[config.mk]
export PLATFORM = sky130hd
export DESIGN_NAME = rot_cipher_pipe_n
export DESIGN_NICKNAME = d
export VERILOG_FILES = /design/src/rtl/rot_cipher_pkg.sv /design/src/rtl/rot_cipher_pipe_n_lane.sv /design/src/rtl/rot_cipher_pipe_n.sv
export SDC_FILE = /design/constraint.sdc
export NUM_CORES = 1
export LEC_CHECK = 0
export ABC_AREA = 0
export CAP_MARGIN = 20
export CELL_PAD_IN_SITES_DETAIL_PLACEMENT = 0
export CELL_PAD_IN_SITES_GLOBAL_PLACEMENT = 1
export CORE_MARGIN = 10
export CORE_UTILIZATION = 31
export CTS_CLUSTER_SIZE = 14
export DETAILED_ROUTE_END_ITERATION = 7
export PLACE_DENSITY = 0.67
export SLEW_MARGIN = 20
export SYNTH_ARGS = -nofsm -noshare
export SYNTH_HDL_FRONTEND = slang
export SYNTH_SLANG_ARGS = --single-unit
[constraint.sdc]
create_clock -name clk -period 5.6 [get_ports clk]
set_input_delay 1.68 -clock clk [delete_from_list [all_inputs] [get_ports clk]]
set_output_delay 1.68 -clock clk [all_outputs]
set_load 0.005 [all_outputs]
[src/rtl/rot_cipher_pkg.sv]
// ============================================================================
//  Module   : rot_cipher_pkg
//  Brief    : Shared types, alphabet constants and mod-reduce helper for the
//             rotating cipher pipeline. Optional macro: ROT_CIPHER_DIGIT_ROT_EN
//  Revision : 1.0 - initial release
// ============================================================================
`default_nettype none

package rot_cipher_pkg;

    typedef enum logic [1:0] {
        CLS_OTHER = 2'd0,
        CLS_UPPER = 2'd1,
        CLS_LOWER = 2'd2,
        CLS_DIGIT = 2'd3
    } char_class_e;

    localparam logic [5:0] ALPHA_LEN  = 6'd26;
    localparam logic [5:0] DIGIT_LEN  = 6'd10;
    localparam logic [7:0] BASE_UPPER = 8'd65;
    localparam logic [7:0] BASE_LOWER = 8'd97;
    localparam logic [7:0] BASE_DIGIT = 8'd48;

    // Restoring-remainder reduction: one compare/subtract per input bit, so an
    // arbitrary-width shift is reduced without a divider.
    function automatic logic [5:0] mod_reduce(input logic [31:0] val,
                                              input logic [5:0]  modulus);
        logic [6:0] rem;
        rem = '0;
        for (int i = 31; i >= 0; i--) begin
            rem = {rem[5:0], val[i]};
            if (rem >= {1'b0, modulus}) begin
                rem = rem - {1'b0, modulus};
            end
        end
        return rem[5:0];
    endfunction

endpackage

`default_nettype wire

[src/rtl/rot_cipher_pipe_n_lane.sv]
// ============================================================================
//  Module   : rot_cipher_lane
//  Brief    : Two-stage rotate datapath for a single byte (no handshake).
//             Optional macro: ROT_CIPHER_DIGIT_ROT_EN (digits rotate mod 10)
//  Revision : 1.0 - initial release
// ============================================================================
`default_nettype none

module rot_cipher_lane
    import rot_cipher_pkg::*;
#(
    parameter int SHIFT_W = 5
) (
    input  logic               clk,
    input  logic               rst,
    input  logic               en1,
    input  logic               en2,
    input  logic [7:0]         in_byte,
    input  logic [SHIFT_W-1:0] in_shift,
    input  logic               in_mode,
    input  logic               in_bypass,
    output logic [7:0]         out_byte
);

    char_class_e w_class;
    logic [4:0]  w_index;
    logic [4:0]  w_shift_a;

    char_class_e r_class;
    logic [4:0]  r_index;
    logic [4:0]  r_shift_a;
    logic        r_mode;
    logic        r_bypass;
    logic [7:0]  r_raw;

    logic [5:0]  w_sum_a;
    logic [5:0]  w_idx_a;
    logic [7:0]  w_out;
    logic [7:0]  r_out;

    assign w_shift_a = 5'(mod_reduce(32'(in_shift), ALPHA_LEN));

    always_comb begin
        w_class = CLS_OTHER;
        w_index = '0;
        if (in_byte >= BASE_UPPER && in_byte <= BASE_UPPER + 8'd25) begin
            w_class = CLS_UPPER;
            w_index = 5'(in_byte - BASE_UPPER);
        end else if (in_byte >= BASE_LOWER && in_byte <= BASE_LOWER + 8'd25) begin
            w_class = CLS_LOWER;
            w_index = 5'(in_byte - BASE_LOWER);
        end
`ifdef ROT_CIPHER_DIGIT_ROT_EN
        else if (in_byte >= BASE_DIGIT && in_byte <= BASE_DIGIT + 8'd9) begin
            w_class = CLS_DIGIT;
            w_index = 5'(in_byte - BASE_DIGIT);
        end
`endif
    end

    always_ff @(posedge clk or negedge rst) begin
        if (!rst) begin
            r_class   <= CLS_OTHER;
            r_index   <= '0;
            r_shift_a <= '0;
            r_mode    <= 1'b0;
            r_bypass  <= 1'b0;
            r_raw     <= '0;
        end else if (en1) begin
            r_class   <= w_class;
            r_index   <= w_index;
            r_shift_a <= w_shift_a;
            r_mode    <= in_mode;
            r_bypass  <= in_bypass;
            r_raw     <= in_byte;
        end
    end

    // Decrypt adds the complement so the sum never goes negative.
    assign w_sum_a = r_mode ? ({1'b0, r_index} + ALPHA_LEN - {1'b0, r_shift_a})
                            : ({1'b0, r_index} + {1'b0, r_shift_a});
    assign w_idx_a = (w_sum_a >= ALPHA_LEN) ? (w_sum_a - ALPHA_LEN) : w_sum_a;

`ifdef ROT_CIPHER_DIGIT_ROT_EN
    logic [3:0] w_shift_d;
    logic [3:0] r_shift_d;
    logic [5:0] w_sum_d;
    logic [5:0] w_idx_d;

    assign w_shift_d = 4'(mod_reduce(32'(in_shift), DIGIT_LEN));

    always_ff @(posedge clk or negedge rst) begin
        if (!rst) begin
            r_shift_d <= '0;
        end else if (en1) begin
            r_shift_d <= w_shift_d;
        end
    end

    assign w_sum_d = r_mode ? ({1'b0, r_index} + DIGIT_LEN - {2'b00, r_shift_d})
                            : ({1'b0, r_index} + {2'b00, r_shift_d});
    assign w_idx_d = (w_sum_d >= DIGIT_LEN) ? (w_sum_d - DIGIT_LEN) : w_sum_d;
`endif

    always_comb begin
        w_out = r_raw;
        if (!r_bypass) begin
            case (r_class)
                CLS_UPPER: w_out = BASE_UPPER + {2'b00, w_idx_a};
                CLS_LOWER: w_out = BASE_LOWER + {2'b00, w_idx_a};
`ifdef ROT_CIPHER_DIGIT_ROT_EN
                CLS_DIGIT: w_out = BASE_DIGIT + {2'b00, w_idx_d};
`endif
                default:   w_out = r_raw;
            endcase
        end
    end

    always_ff @(posedge clk or negedge rst) begin
        if (!rst) begin
            r_out <= '0;
        end else if (en2) begin
            r_out <= w_out;
        end
    end

    assign out_byte = r_out;

endmodule

`default_nettype wire

[src/rtl/rot_cipher_pipe_n.sv]
// ============================================================================
//  Module   : rot_cipher_pipe_n
//  Brief    : N-lane, 2-stage rotating cipher with valid/ready and flush.
//             Optional macro: ROT_CIPHER_DIGIT_ROT_EN (digits rotate mod 10)
//  Revision : 1.0 - initial release
// ============================================================================
`default_nettype none

module rot_cipher_pipe_n
    import rot_cipher_pkg::*;
#(
    parameter int N_LANES = 4,
    parameter int SHIFT_W = 5
) (
    input  logic                   clk,
    input  logic                   rst,
    input  logic                   flush,
    input  logic                   in_valid,
    output logic                   in_ready,
    input  logic [8*N_LANES-1:0]   in_data,
    input  logic [SHIFT_W-1:0]     in_shift,
    input  logic                   in_mode,
    input  logic                   in_bypass,
    output logic                   out_valid,
    input  logic                   out_ready,
    output logic [8*N_LANES-1:0]   out_data
);

    logic r_s1_valid;
    logic r_s2_valid;
    logic w_adv1;
    logic w_adv2;
    logic w_en1;
    logic w_en2;

    assign w_adv2   = !r_s2_valid || out_ready;
    assign w_adv1   = !r_s1_valid || w_adv2;
    assign in_ready = w_adv1;

    // Data registers only need to load when a real beat moves in.
    assign w_en1 = w_adv1 && in_valid;
    assign w_en2 = w_adv2 && r_s1_valid;

    always_ff @(posedge clk or negedge rst) begin
        if (!rst) begin
            r_s1_valid <= 1'b0;
            r_s2_valid <= 1'b0;
        end else if (flush) begin
            r_s1_valid <= 1'b0;
            r_s2_valid <= 1'b0;
        end else begin
            if (w_adv1) begin
                r_s1_valid <= in_valid;
            end
            if (w_adv2) begin
                r_s2_valid <= r_s1_valid;
            end
        end
    end

    assign out_valid = r_s2_valid;

    generate
        for (genvar k = 0; k < N_LANES; k++) begin : g_lane
            rot_cipher_lane #(
                .SHIFT_W (SHIFT_W)
            ) u_lane (
                .clk       (clk),
                .rst       (rst),
                .en1       (w_en1),
                .en2       (w_en2),
                .in_byte   (in_data[8*k +: 8]),
                .in_shift  (in_shift),
                .in_mode   (in_mode),
                .in_bypass (in_bypass),
                .out_byte  (out_data[8*k +: 8])
            );
        end
    endgenerate

endmodule

`default_nettype wire

# Word-level counts from Yosys, hierarchy flattened
# Cells that the tools add are included.
# word_totals
ff_bits,101
latchBits,0
ramBits,0
romBits,0
input_bits,44
output_inout_bits,34
elab_cells,136
n_memories,0
# op_classes
n_addsub,33
mul,0
div_mod_pow,0
n_lt_le_gt_ge,21
n_eq_ne,8
shifts,0
n_mux,37
bitwise_logic,0
n_reduce_logical,16
# op_table
operator,n
"7-bit by 6-bit adder with 8-bit output, first input constant",8
"8-bit by 7-bit >= comparator with 1-bit output, second input constant",8
"8-bit by 7-bit <= comparator with 1-bit output, second input constant",8
8-bit case mux with 2 select lines,4
6-bit 2-to-1 mux,8
5-bit 2-to-1 mux,9
"5-bit by 1-bit subtractor with 5-bit output, second input constant",8
8-bit 2-to-1 mux,4
5-bit by 5-bit adder with 6-bit output,4
"5-bit by 5-bit adder with 6-bit output, second input constant",4
"6-bit by 5-bit >= comparator with 1-bit output, second input constant",4
6-bit by 5-bit subtractor with 6-bit output,4
"6-bit by 5-bit subtractor with 6-bit output, second input constant",4
2-bit 2-to-1 mux,8
1-bit logical AND,10
"2-bit by 1-bit == test with 1-bit output, second input constant",4
"2-bit == test, second input constant",4
"5-bit >= comparator, second input constant",1
"5-bit subtractor, second input constant",1
1-bit 2-to-1 mux,4
2-bit nonzero test,2
1-bit zero test,2
1-bit logical OR,2

# Longest topological paths before layout
# Gate-level depths: netlist of the first run.
# logic_depth
depth_word,8
depth_mapped,17

# By module
# Synthesis of the first run repeated with hierarchy kept, for this count alone.
# unflattened
cells_unflattened,967
area_unflattened_um2,9077.5
# by_module_without_submodules
mod,instances,cells_each,area_each_um2,seq_area_each_um2
rot_cipher_lane (g_lane[1].u_lane ...),2,232,2203.4,750.7
rot_cipher_lane (g_lane[0].u_lane),1,249,2334.7,750.7
rot_cipher_lane (g_lane[3].u_lane),1,244,2222.1,750.7
rot_cipher_pipe_n,1,10,113.9,50.0

# Worst setup path after synthesis of the first run
# Ideal clock, no wire load.
# synth_path
kind,register -> register
start,"register, netlist name g_lane[2].u_lane.r_shift_a[1]"
end,register g_lane[0].u_lane.r_out[5]
setup_ps,64
arrival_time_ps,3887
required_ps,5536
path_slack_ps,1650
path_stages_with_launch,17
synth_period_minus_slack_ps,3950
cell_sequence,dfrtp_1 ha_1 inv_1 ha_1 fa_1 a21o_1 a21oi_1 mux2i_1 or2_2 nand3_1 o21ai_0 and2_1 ha_1 or3_1 a2111oi_0 mux2_4 or3_1
# synth_rtl
item,line_no,text
to (signal assigned),rot_cipher_pipe_n_lane.sv:123,r_out <= w_out;
to (decl),rot_cipher_pipe_n_lane.sv:39,logic [7:0] r_out;

# Final worst setup path of the first run
# layout_path
start,input out_ready
end,output in_ready
# layout_between
elab_chain_cells,2
# layout_rtl
item,line_no,text
from (decl),rot_cipher_pipe_n.sv:25,"input logic out_ready,"
1-bit logical OR,rot_cipher_pipe_n.sv:36,assign w_adv2 = !r_s2_valid || out_ready;
1-bit logical OR,rot_cipher_pipe_n.sv:37,assign w_adv1 = !r_s1_valid || w_adv2;
to (decl),rot_cipher_pipe_n.sv:19,"output logic in_ready,"
# Every way passes these cells.

==> metrics.md, run 1 <==
| Metric | Value |
|---|---|
| Status | finished clean |
| Worst slew margin | between 30% and 40% |
| Dpl hpwl | around 16 mm |
| Post-synth EDFFs | 0 |
| Ports | 78 |
| Initial core utilization | a little under a third |
| Post-synth ARST share | between 90% and 100% |
| Worst-Margin Slew | 0.9429 ns |
| Seq/Total Area, Yosys | 31.71% |
| Share of the synthesized area in the top cell type | 31.71% |
| Part of the power in combinational logic | a little over two fifths |
| Kind of critical path | in2out |
| Max clock buf depth | 2 |
| Clk_skew | between 0.009 and 0.01 ns |
| # diodes | 0 |
| Max-Cap Viols | 0 |
| Vias post-DR | around 6500 |
| I/O Buffers | 77 |
| Critical path endpoint | in_ready |
| 1st-pass router iterations | 5 |
| Clock Latency Late Sink | approximately 0.35 ns |
| Core Area | 0.02525 mm2 |
| CTS H-Tree Depth | 3 |
| Routability cong. | 0.8152 |
| Hold buffers post-CTS | 0 |
| Setup TNS | 0 ns |
| Post-layout util | 37.23% |
| Worst reg2reg path startpoint | g_lane[2].u_lane.r_shift_a[1]$_DFFE_PN0P_ |
| Syn Area/Cell | 8.807 um2 |
| Initial antenna violation count | 0 |
| Reg2reg path depth | 16 |
| Finished Cell Area | 0.009402 mm2 |
| Worst slack at placement | 0.8246 ns |
| Die area | about 0.033 mm2 |
| Mux contribution to synthesized area | ~5.9% |
| Post-CTS setup buffers | 0 |
| Area of the mapped netlist | 0.007970 mm2 |
| Clock power frac | between 20% and 30% |
| Multi-input logic area | between 0.005 and 0.006 mm2 |
| First-pass GRT wire length | 34.81 mm |
| Yosys reg bits | around 100 |
| DR vias/cell | roughly 5.0 |
| Final Hold Vio Count | 0 |
| # fillers | ~2600 |
| Primary FF master, synth | dfrtp_1 |
| Detailed-route wire length per cell | about 16 um |
| Post-route ant nets | 0 |
| Switching Share | between 30% and 40% |
| Simple-gate share of the synthesized area | between 20% and 30% |
| Fin crit period | around 4.8 ns |
| Cell taking the most area after synthesis | dfrtp_1 |
| Unrepaired setup endpoints after global routing | false |
| Worst setup EP type | output port |
| XOR/XNOR Fraction of Synth Area | 3.846% |
| Area contributors post-synth | dfrtp_1, ha_1, nand2_1 |
| Worst IR Drop VDD | between 0.1 and 0.15 mV |
| Pins Over Slew Limit | 0 |
| Unique masters post-synth | between 80 and 90 |
| CTS Sinks | 101 |
| # DRC | 0 |
| Compound-Gate Fraction of Synth Area | around 17% |
| Global route overflow | 0 |
| Die X | 180.3 um |
| Final net count | between 1000 and 1500 |
| Sw Pwr | 0.9937 mW |
| Reg2reg end | g_lane[0].u_lane.out_byte[5]$_DFFE_PN0P_ |
| Pwr dens | between 200 and 300 mW/mm2 |
| Syn nets | approximately 1000 |
| 1st-iter DRT viols | between 200 and 300 |
| Power Internal | between 1.5 and 2 mW |
| Adder-Cell Fraction of Synth Area | about 15% |
| Clock root buffer | clkbuf_16 |
| Die Ht | between 150 and 200 um |
| Crit share post-route | about 85% |
| Critical path arrival | between 3 and 4 ns |
| R2r setup slk | ~1.2 ns |
| Total track usage | between 10% and 20% |
| Largest net degree at the start of global routing | between 80 and 90 |
| Placed Area | roughly 0.0091 mm2 |
| Largest family of logic cells by synthesized area | simple AND/OR/NAND/NOR gates |
| Hold WC Path Type | reg2reg |
| Share of cells above drive strength 1 | between 8 and 9% |
| Max Clock Freq | roughly 210 MHz |
| Worst setup SP type | input port |
| Number of global-route vias before repair | between 6000 and 7000 |
| Area Overhead vs Synth | 17.96% |
| CTS tree | built |
| Fin worst setup slack | ~0.84 ns |
| YS warnings | 0 |
| Critical path peak fanout | 5 |
| Post-CTS Resized | 0 |
| Synth Instances | around 910 |
| # setup viols final | 0 |
| Flop pwr share | 32.4% |
| Row Count | 58 |
| Final WL | about 21 mm |
| TritonCTS Buffers | 9 |
| CP startpoint | out_ready |
| Leak | about 4.0 nW |
| Register Area | between 0.002 and 0.003 mm2 |
| Req. time, crit path | slightly below 4 ns |
| Worst-path clk slew | 0.07 ns |
[cells in the mapped netlist (4+ instances only)]
library cell,count
nor3b_1,8
inv_1,76
or2_2,6
a21o_1,4
nor4_1,5
nand4_1,6
buf_4,4
nor2_1,56
o31a_1,5
a21oi_1,46
nor2b_1,11
xnor2_1,25
nand2_1,105
o21ai_1,6
o21ai_0,56
o31ai_1,13
or3_1,6
mux2i_1,14
a211o_1,4
or4_1,5
and2_1,5
a31oi_1,13
nand2b_1,6
a211oi_1,5
fa_1,8
and3_1,13
ha_1,85
nor3_1,34
dfrtp_1,101
nand3_1,33
xor2_1,10
clkbuf_1,26
mux2_2,25
[critical path, stage by stage]
cell,delay [ns]
clkdlybuf4s50_1,0.40
nor2b_1,0.34
nand2_1,0.18
clkdlybuf4s50_1,0.48
[worst min-delay path by stage]
stage,depth (start not counted),end,slack [ns],start
5_1_grt,2,g_lane[1].u_lane.r_class[0]$_DFFE_PN0P_,0.50,g_lane[1].u_lane.r_class[0]$_DFFE_PN0P_
3_3_place_gp,2,g_lane[0].u_lane.r_raw[7]$_DFFE_PN0P_,0.46,g_lane[0].u_lane.r_raw[7]$_DFFE_PN0P_
6_report,2,g_lane[3].u_lane.r_class[0]$_DFFE_PN0P_,0.47,g_lane[3].u_lane.r_class[0]$_DFFE_PN0P_
2_1_floorplan,2,g_lane[3].u_lane.r_class[0]$_DFFE_PN0P_,0.44,g_lane[3].u_lane.r_class[0]$_DFFE_PN0P_
4_1_cts,2,g_lane[3].u_lane.r_class[0]$_DFFE_PN0P_,0.48,g_lane[3].u_lane.r_class[0]$_DFFE_PN0P_
3_5_place_dp,2,g_lane[3].u_lane.r_class[0]$_DFFE_PN0P_,0.46,g_lane[3].u_lane.r_class[0]$_DFFE_PN0P_
[cells in the final DEF, fill, tap and decap left out, types with 25 or more instances in the layout]
master	n
inv_1	76
mux2_2	25
dfrtp_1	101
ha_1	85
xnor2_1	25
o21ai_0	56
clkdlybuf4s50_1	76
nand2_1	104
a21oi_1	46
nor2_1	56
nor3_1	34
nand3_1	33
[metrics by stage]
step           instances  power, mW  hold slack, ns
4_1_cts             1303      2.770          0.4808
2_1_floorplan        905      1.692          0.4432
3_3_place_gp        1287      2.061          0.4600
6_report            1303      2.730          0.4734
3_5_place_dp        1287      2.064          0.4628
5_1_grt             1303      2.933          0.5043
[metal layers]
metal	part of all wire, %	wire length [um]	vias up	global-route usage, %
li1	-	-	3338	-
met3	2.7	563	21	1.988
met5	0	0	-	0
met1	49	10190	3095	16.60
met4	1.5	319	0	3.642
met2	47	9898	82	21.17
[power by group through the flow]
stage / combinational, mW / sequential (mW) / clock [mW]
after global routing: 1.29 / 0.899 / 0.739
after detailed placement: 1.16 / 0.901 / 0
after floorplan: 0.808 / 0.884 / 0
final: 1.16 / 0.884 / 0.691
after CTS: 1.17 / 0.887 / 0.711
after global placement: 1.16 / 0.899 / 0
[sequential cells by signal, indices dropped and copies added (netlist names)]
register / cells
g_lane.u_lane.out_byte: 32
g_lane.u_lane.r_raw: 32
g_lane.u_lane.r_index: 20
g_lane.u_lane.r_class: 8
g_lane.u_lane.r_shift_a: 5
g_lane.u_lane.r_bypass: 1
g_lane.u_lane.r_mode: 1
out_valid: 1
r_s1_valid: 1
[cells by family (layout without fill, tap and decap cells)]
logic type                 count (synthesis)  in the layout
and+or+nand+nor                          324            324
AOI/OAI and AO/OA                        199            199
buffers and inverters                    111            179
DFF                                      101            101
adders and majority gates                 93             93
muxes                                     42             42
xor gates and xnor gates                  35             35
[final cells by class]
| type | instances | share of cell area (%) |
|---|---|---|
| Multi-Input combinational cell | 693 | 53.42 |
| Sequential cell | 101 | 26.88 |
| Timing Repair Buffer | 85 | 8.810 |
| Tap cell | 330 | 4.392 |
| Inverter | 78 | 3.141 |
| Clock buffer | 10 | 2.435 |
| Clock inverter | 6 | 0.9183 |
Power figures use the tool's default switching activity.
==> inputs of run 2 (changes only) <==
--- a/config.mk
+++ b/config.mk
@@ -5,15 +5,15 @@
 export SDC_FILE = /design/constraint.sdc
 export NUM_CORES = 1
 export LEC_CHECK = 0
-export ABC_AREA = 0
+export ABC_AREA = 1
 export CAP_MARGIN = 20
 export CELL_PAD_IN_SITES_DETAIL_PLACEMENT = 0
 export CELL_PAD_IN_SITES_GLOBAL_PLACEMENT = 1
 export CORE_MARGIN = 10
 export CORE_UTILIZATION = 31
-export CTS_CLUSTER_SIZE = 14
 export DETAILED_ROUTE_END_ITERATION = 7
-export PLACE_DENSITY = 0.67
+export PLACE_DENSITY = 0.69
+export SKIP_CTS_REPAIR_TIMING = 1
 export SLEW_MARGIN = 20
 export SYNTH_ARGS = -nofsm -noshare
 export SYNTH_HDL_FRONTEND = slang
==> metrics.md, run 2 <==
| Metric | Value |
|---|---|
| Ports | 78 |
| Die area | around 0.033 mm2 |
| Max-Cap Viols | 0 |
| First-pass GRT wire length | about 36 mm |
| Total track usage | a little over an eighth |
| Worst slack at placement | between 1 and 1.5 ns |
| Yosys reg bits | 101 |
| Area contributors post-synth | dfrtp_1, ha_1, nand2_1 |
| Reg2reg end | g_lane[2].u_lane.out_byte[5]$_DFFE_PN0P_ |
| Reg2reg path depth | 13 |
| Fin crit period | ~4.5 ns |
| # setup viols final | 0 |
| Core Area | 0.02525 mm2 |
| Power Internal | around 1.7 mW |
| Number of global-route vias before repair | approximately 6900 |
| Primary FF master, synth | dfrtp_1 |
| Setup TNS | 0 ns |
| DR vias/cell | between 4 and 5 |
| Final WL | between 20 and 25 mm |
| Worst-Margin Slew | about 0.94 ns |
| Worst setup EP type | output port |
| Leak | roughly 4.5 nW |
| CTS H-Tree Depth | 3 |
| Flop pwr share | about 33% |
| Switching Share | 39.29% |
| Max clock buf depth | 2 |
| Clk_skew | just over 0.009 ns |
| Hold WC Path Type | reg2reg |
| Worst setup SP type | input port |
| Critical path peak fanout | 3 |
| Area of the mapped netlist | about 0.008 mm2 |
| Post-layout util | roughly 37% |
| Seq/Total Area, Yosys | 31.61% |
| R2r setup slk | between 2 and 2.5 ns |
| Unrepaired setup endpoints after global routing | false |
| Synth Instances | 1087 |
| Most common cell in the netlist | nand2_1 |
| Worst min-delay path startpoint | g_lane[0].u_lane.r_raw[7]$_DFFE_PN0P_ |
| Worst reg2reg path startpoint | g_lane[2].u_lane.r_shift_a[1]$_DFFE_PN0P_ |
| Detailed-route wire length per cell | between 10 and 15 um |
| Die X | between 150 and 200 um |
| YS warnings | 0 |
| 1st-pass router iterations | 5 |
| Crit share post-route | 80.37% |
| Die Ht | 180.6 um |
| Dpl hpwl | around 16 mm |
| Final net count | about 1300 |
| Final Hold Vio Count | 0 |
| Largest net degree at the start of global routing | 91 |
| Syn nets | roughly 1200 |
| Critical path arrival | ~2.8 ns |
| Kind of critical path | in2out |
| Post-route ant nets | 0 |
| Share of the synthesized area in the top cell type | roughly a third |
| Pwr dens | ~290 mW/mm2 |
| CTS Sinks | 101 |
| Req. time, crit path | between 3 and 4 ns |
| Status | finished clean |
| Share of cells above drive strength 1 | 7.679% |
| # fillers | approximately 2700 |
| Worst hold endpoint | g_lane[0].u_lane.r_raw[7]$_DFFE_PN0P_ |
| Worst-path clk slew | ~0.07 ns |
| Cell taking the most area after synthesis | dfrtp_1 |
| Initial core utilization | 31.66% |
| Post-synth ARST share | 100.0% |
| Routability cong. | ~0.84 |
| Most frequent cells in the layout | nand2_1, inv_1, nor2_1 |
| Commonest non-fill, non-tap cell in the layout | nand2_1 |
| Row Count | 58 |
| I/O Buffers | 77 |
| Worst slew margin | between 30% and 40% |
| Syn Area/Cell | around 7.4 um2 |
| Sw Pwr | 1.069 mW |
| Clock power frac | between 20% and 30% |
| Worst IR Drop VDD | 0.1262 mV |
| Global route overflow | 0 |
| Max Clock Freq | 222.2 MHz |
| Unique masters post-synth | 52 |
| # DRC | 0 |
| Synth top cells by count | nand2_1, inv_1, nor2_1 |
| Post-synth EDFFs | 0 |
| CTS tree | built |
| Clock root buffer | clkbuf_16 |
| Clock Latency Late Sink | around 0.35 ns |
| Vias post-DR | between 7000 and 8000 |
| Fin worst setup slack | roughly 1.1 ns |
| Initial antenna violation count | 0 |
| Hold depth | 2 |
| Part of the power in combinational logic | 43.3% |
| Pins Over Slew Limit | 0 |
| 1st-iter DRT viols | around 450 |
| TritonCTS Buffers | 9 |
| # diodes | 0 |
| Area Overhead vs Synth | 17.26% |
-- run 2: logic make-up after synthesis --
| logic type | Yosys count | synth area share (%) |
|---|---|---|
| xor+xnor | 11 | 1.205 |
| compound gates | 181 | 13.61 |
| fa+ha+maj | 93 | 15.30 |
| buf+inv | 177 | 8.981 |
| flops | 101 | 31.61 |
| simple gates | 524 | 29.29 |
-- run 2: worst max-delay path by stage --
stage,depth (start not counted),endpoint,slack (ns),startpoint
floorplan,2,in_ready,2.09,out_ready
finish,4,in_ready,1.10,out_ready
global placement,4,in_ready,1.10,out_ready
CTS,4,in_ready,1.09,out_ready
global route,4,in_ready,1.06,out_ready
detailed placement,4,in_ready,1.09,out_ready
-- run 2: final cells by class --
| class | instances | area (um2) | area share [%] |
|---|---|---|---|
| Tap cell | 330 | 412.9 | 4.404 |
| Inverter | 151 | 571.8 | 6.098 |
| Sequential cell | 101 | 2527 | 26.95 |
| Multi-Input combinational cell | 809 | 4756 | 50.72 |
| Clock inverter | 5 | 60.06 | 0.6405 |
| Clock buffer | 11 | 242.7 | 2.589 |
| Timing Repair Buffer | 82 | 805.8 | 8.594 |
-- run 2: worst max-delay path, cell delays in order --
cell	delay [ns]
clkdlybuf4s50_1	0.45
inv_1	0.04
nand3_1	0.11
clkdlybuf4s50_1	0.53
-- run 2: power by group through the flow --
stage	registers, mW	clock network [mW]	logic [mW]
final	0.889	0.652	1.18
after detailed placement	0.902	0	1.19
after global placement	0.904	0	1.19
after floorplan	0.886	0	0.845
after global routing	0.903	0.703	1.36
after CTS	0.890	0.676	1.20
-- run 2: routing by layer --
metal | routed length, um | track usage (%) | up-vias
met5 | 0 | 0 | -
met3 | 806 | 2.610 | 12
li1 | - | - | 3675
met4 | 184 | 2.789 | 0
met1 | 11300 | 18.43 | 3208
met2 | 9224 | 20.59 | 127
-- run 2: metrics by stage --
step | instance area (um2) | hold slack, ns | total power, mW | std cells
2_1_floorplan | 7996 | 0.4436 | 1.731 | 1087
3_3_place_gp | 9074 | 0.4656 | 2.092 | 1473
3_5_place_dp | 9074 | 0.4683 | 2.093 | 1473
4_1_cts | 9376 | 0.4886 | 2.765 | 1489
5_1_grt | 9376 | 0.5106 | 2.965 | 1489
6_report | 9376 | 0.4839 | 2.720 | 1489
==> inputs of run 3 (changes only) <==
==> constraint.sdc (replaced) <==
create_clock -name clk -period 4.7 [get_ports clk]
set_input_delay 1.41 -clock clk [delete_from_list [all_inputs] [get_ports clk]]
set_output_delay 1.41 -clock clk [all_outputs]
set_load 0.005 [all_outputs]
==> metrics.md, run 3 (synthesized netlist as in run 2, its figures left out) <==
| Metric | Value |
|---|---|
| Most frequent cells in the layout | nand2_1, inv_1, nor2_1 |
| CTS tree | built |
| Worst-Margin Slew | approximately 0.85 ns |
| Worst setup SP type | input port |
| Row Count | between 50 and 60 |
| Met2 GRT Util | between 20% and 30% |
| Clk_skew | 0.01265 ns |
| Critical path arrival | 2.55 ns |
| Crit share post-route | between 80% and 90% |
| Setup TNS | 0 ns |
| Global route overflow | 0 |
| DR vias/cell | around 4.7 |
| Reg2reg path depth | 15 |
| 1st-iter DRT viols | 448 |
| Dpl hpwl | roughly 16 mm |
| Unrepaired setup endpoints after global routing | false |
| Leak | between 4 and 5 nW |
| Max-Cap Viols | 0 |
| Die X | around 180 um |
| Pwr dens | about 350 mW/mm2 |
| Number of global-route vias before repair | 6976 |
| Initial antenna violation count | 0 |
| Post-route ant nets | 0 |
| Detailed-route wire length per cell | 14.37 um |
| Fin crit period | approximately 4.0 ns |
| Worst slew margin | roughly 43% |
| Finished Layout Cells | between 1000 and 1500 |
| Largest net degree at the start of global routing | 91 |
| Worst reg2reg path startpoint | g_lane[2].u_lane.r_shift_a[1]$_DFFE_PN0P_ |
| Post-layout util | between 30% and 40% |
| Critical path peak fanout | 3 |
| Grt met3 use | approximately 2.6% |
| Core Area | about 0.025 mm2 |
| Vias post-DR | 6963 |
| Pins Over Slew Limit | 0 |
| TritonCTS Buffers | 9 |
| # DRC | 0 |
| Status | finished clean |
| 1st-pass router iterations | 5 |
| Hold depth | 2 |
| Final net count | roughly 1300 |
| Kind of critical path | in2out |
| Hold WC Path Type | reg2reg |
| R2r setup slk | about 1.3 ns |
| Ports | 78 |
| # diodes | 0 |
| CTS H-Tree Depth | 3 |
| Reg2reg end | g_lane[2].u_lane.out_byte[5]$_DFFE_PN0P_ |
| Busiest grt layer | met2 |
| Initial core utilization | around a third |
| I/O Buffers | 77 |
| Clock Latency Late Sink | approximately 0.35 ns |
| Max clock buf depth | 2 |
| Final WL | roughly 21 mm |
| Area Overhead vs Synth | 17.46% |
| Worst-path clk slew | around 0.07 ns |
| Critical path endpoint | in_ready |
| CTS Sinks | between 100 and 150 |
| Total Power | 3.242 mW |
| Die Ht | around 180 um |
| Routability cong. | 0.8590 |
| Req. time, crit path | between 3 and 4 ns |
| Total track usage | roughly an eighth |
| # setup viols final | 0 |
| Clock root buffer | clkbuf_16 |
| Placed cell count | roughly 1500 |
| Die area | approximately 0.033 mm2 |
| Final Hold Vio Count | 0 |
| Met1 Usage GRT | 18.01% |
| Worst setup EP type | output port |
| Max Clock Freq | 252.2 MHz |
| CP startpoint | out_ready |
| Worst IR Drop VDD | ~0.18 mV |
| Share of cells above drive strength 1 | under 10% |
| Commonest non-fill, non-tap cell in the layout | nand2_1 |
| First-pass GRT wire length | ~36 mm |
==> run 3: changes by cell type in the layout (fill, tap and decap cells not counted) <==
| cell | previous run | this run |
|---|---|---|
| clkinv_4 | 2 | 1 |
| clkbuf_1 | 1 | 0 |
| inv_6 | 1 | 2 |
| buf_12 | 0 | 1 |
==> run 3: worst min-delay path by stage <==
stage | startpoint | to | slack [ns]
5_1_grt | g_lane[3].u_lane.out_byte[2]$_DFFE_PN0P_ | g_lane[3].u_lane.out_byte[2]$_DFFE_PN0P_ | 0.51
4_1_cts | g_lane[0].u_lane.out_byte[5]$_DFFE_PN0P_ | g_lane[0].u_lane.out_byte[5]$_DFFE_PN0P_ | 0.49
6_report | g_lane[3].u_lane.out_byte[2]$_DFFE_PN0P_ | g_lane[3].u_lane.out_byte[2]$_DFFE_PN0P_ | 0.48
3_3_place_gp | g_lane[0].u_lane.r_raw[7]$_DFFE_PN0P_ | g_lane[0].u_lane.r_raw[7]$_DFFE_PN0P_ | 0.46
2_1_floorplan | g_lane[1].u_lane.r_raw[7]$_DFFE_PN0P_ | g_lane[1].u_lane.r_raw[7]$_DFFE_PN0P_ | 0.44
3_5_place_dp | g_lane[3].u_lane.out_byte[7]$_DFFE_PN0P_ | g_lane[3].u_lane.out_byte[7]$_DFFE_PN0P_ | 0.46
==> run 3: metrics by stage <==
stage | hold slack, ns | setup slack [ns] | cell area, um2
2_1_floorplan | 0.4436 | 1.731 | 7996
3_3_place_gp | 0.4644 | 0.7285 | 9094
3_5_place_dp | 0.4643 | 0.7325 | 9094
4_1_cts | 0.4881 | 0.7224 | 9393
5_1_grt | 0.5127 | 0.6829 | 9393
6_report | 0.4836 | 0.7351 | 9393
==> run 3: layer usage <==
layer	vias to the layer above	part of all wire, %	wire (um)
li1	3656	-	-
met5	-	0	0
met1	3185	52	11140
met3	10	3.4	730
met4	0	0.72	155
met2	112	44	9371
==> run 3: cell type report <==
cell class	instances	area, um2
clock buffers	10	239.0
clock inverters	5	60.06
fillers	2763	15860
inverters	151	571.8
multi-input cells	809	4756
flip-flops and latches	101	2527
well taps	330	412.9
repair buffers	83	825.8
==> run 3: power by group <==
group          switching [mW]  internal [mW]  leakage [nW]
clock network           0.348          0.427         0.145
logic                   0.842          0.564          3.12
registers              0.0846          0.976          1.26
==> run 3: critical path, cell delays in order <==
cell and delay, ns:
clkdlybuf4s50_1 0.45, inv_1 0.04, nand3_1 0.12, clkdlybuf4s50_1 0.53
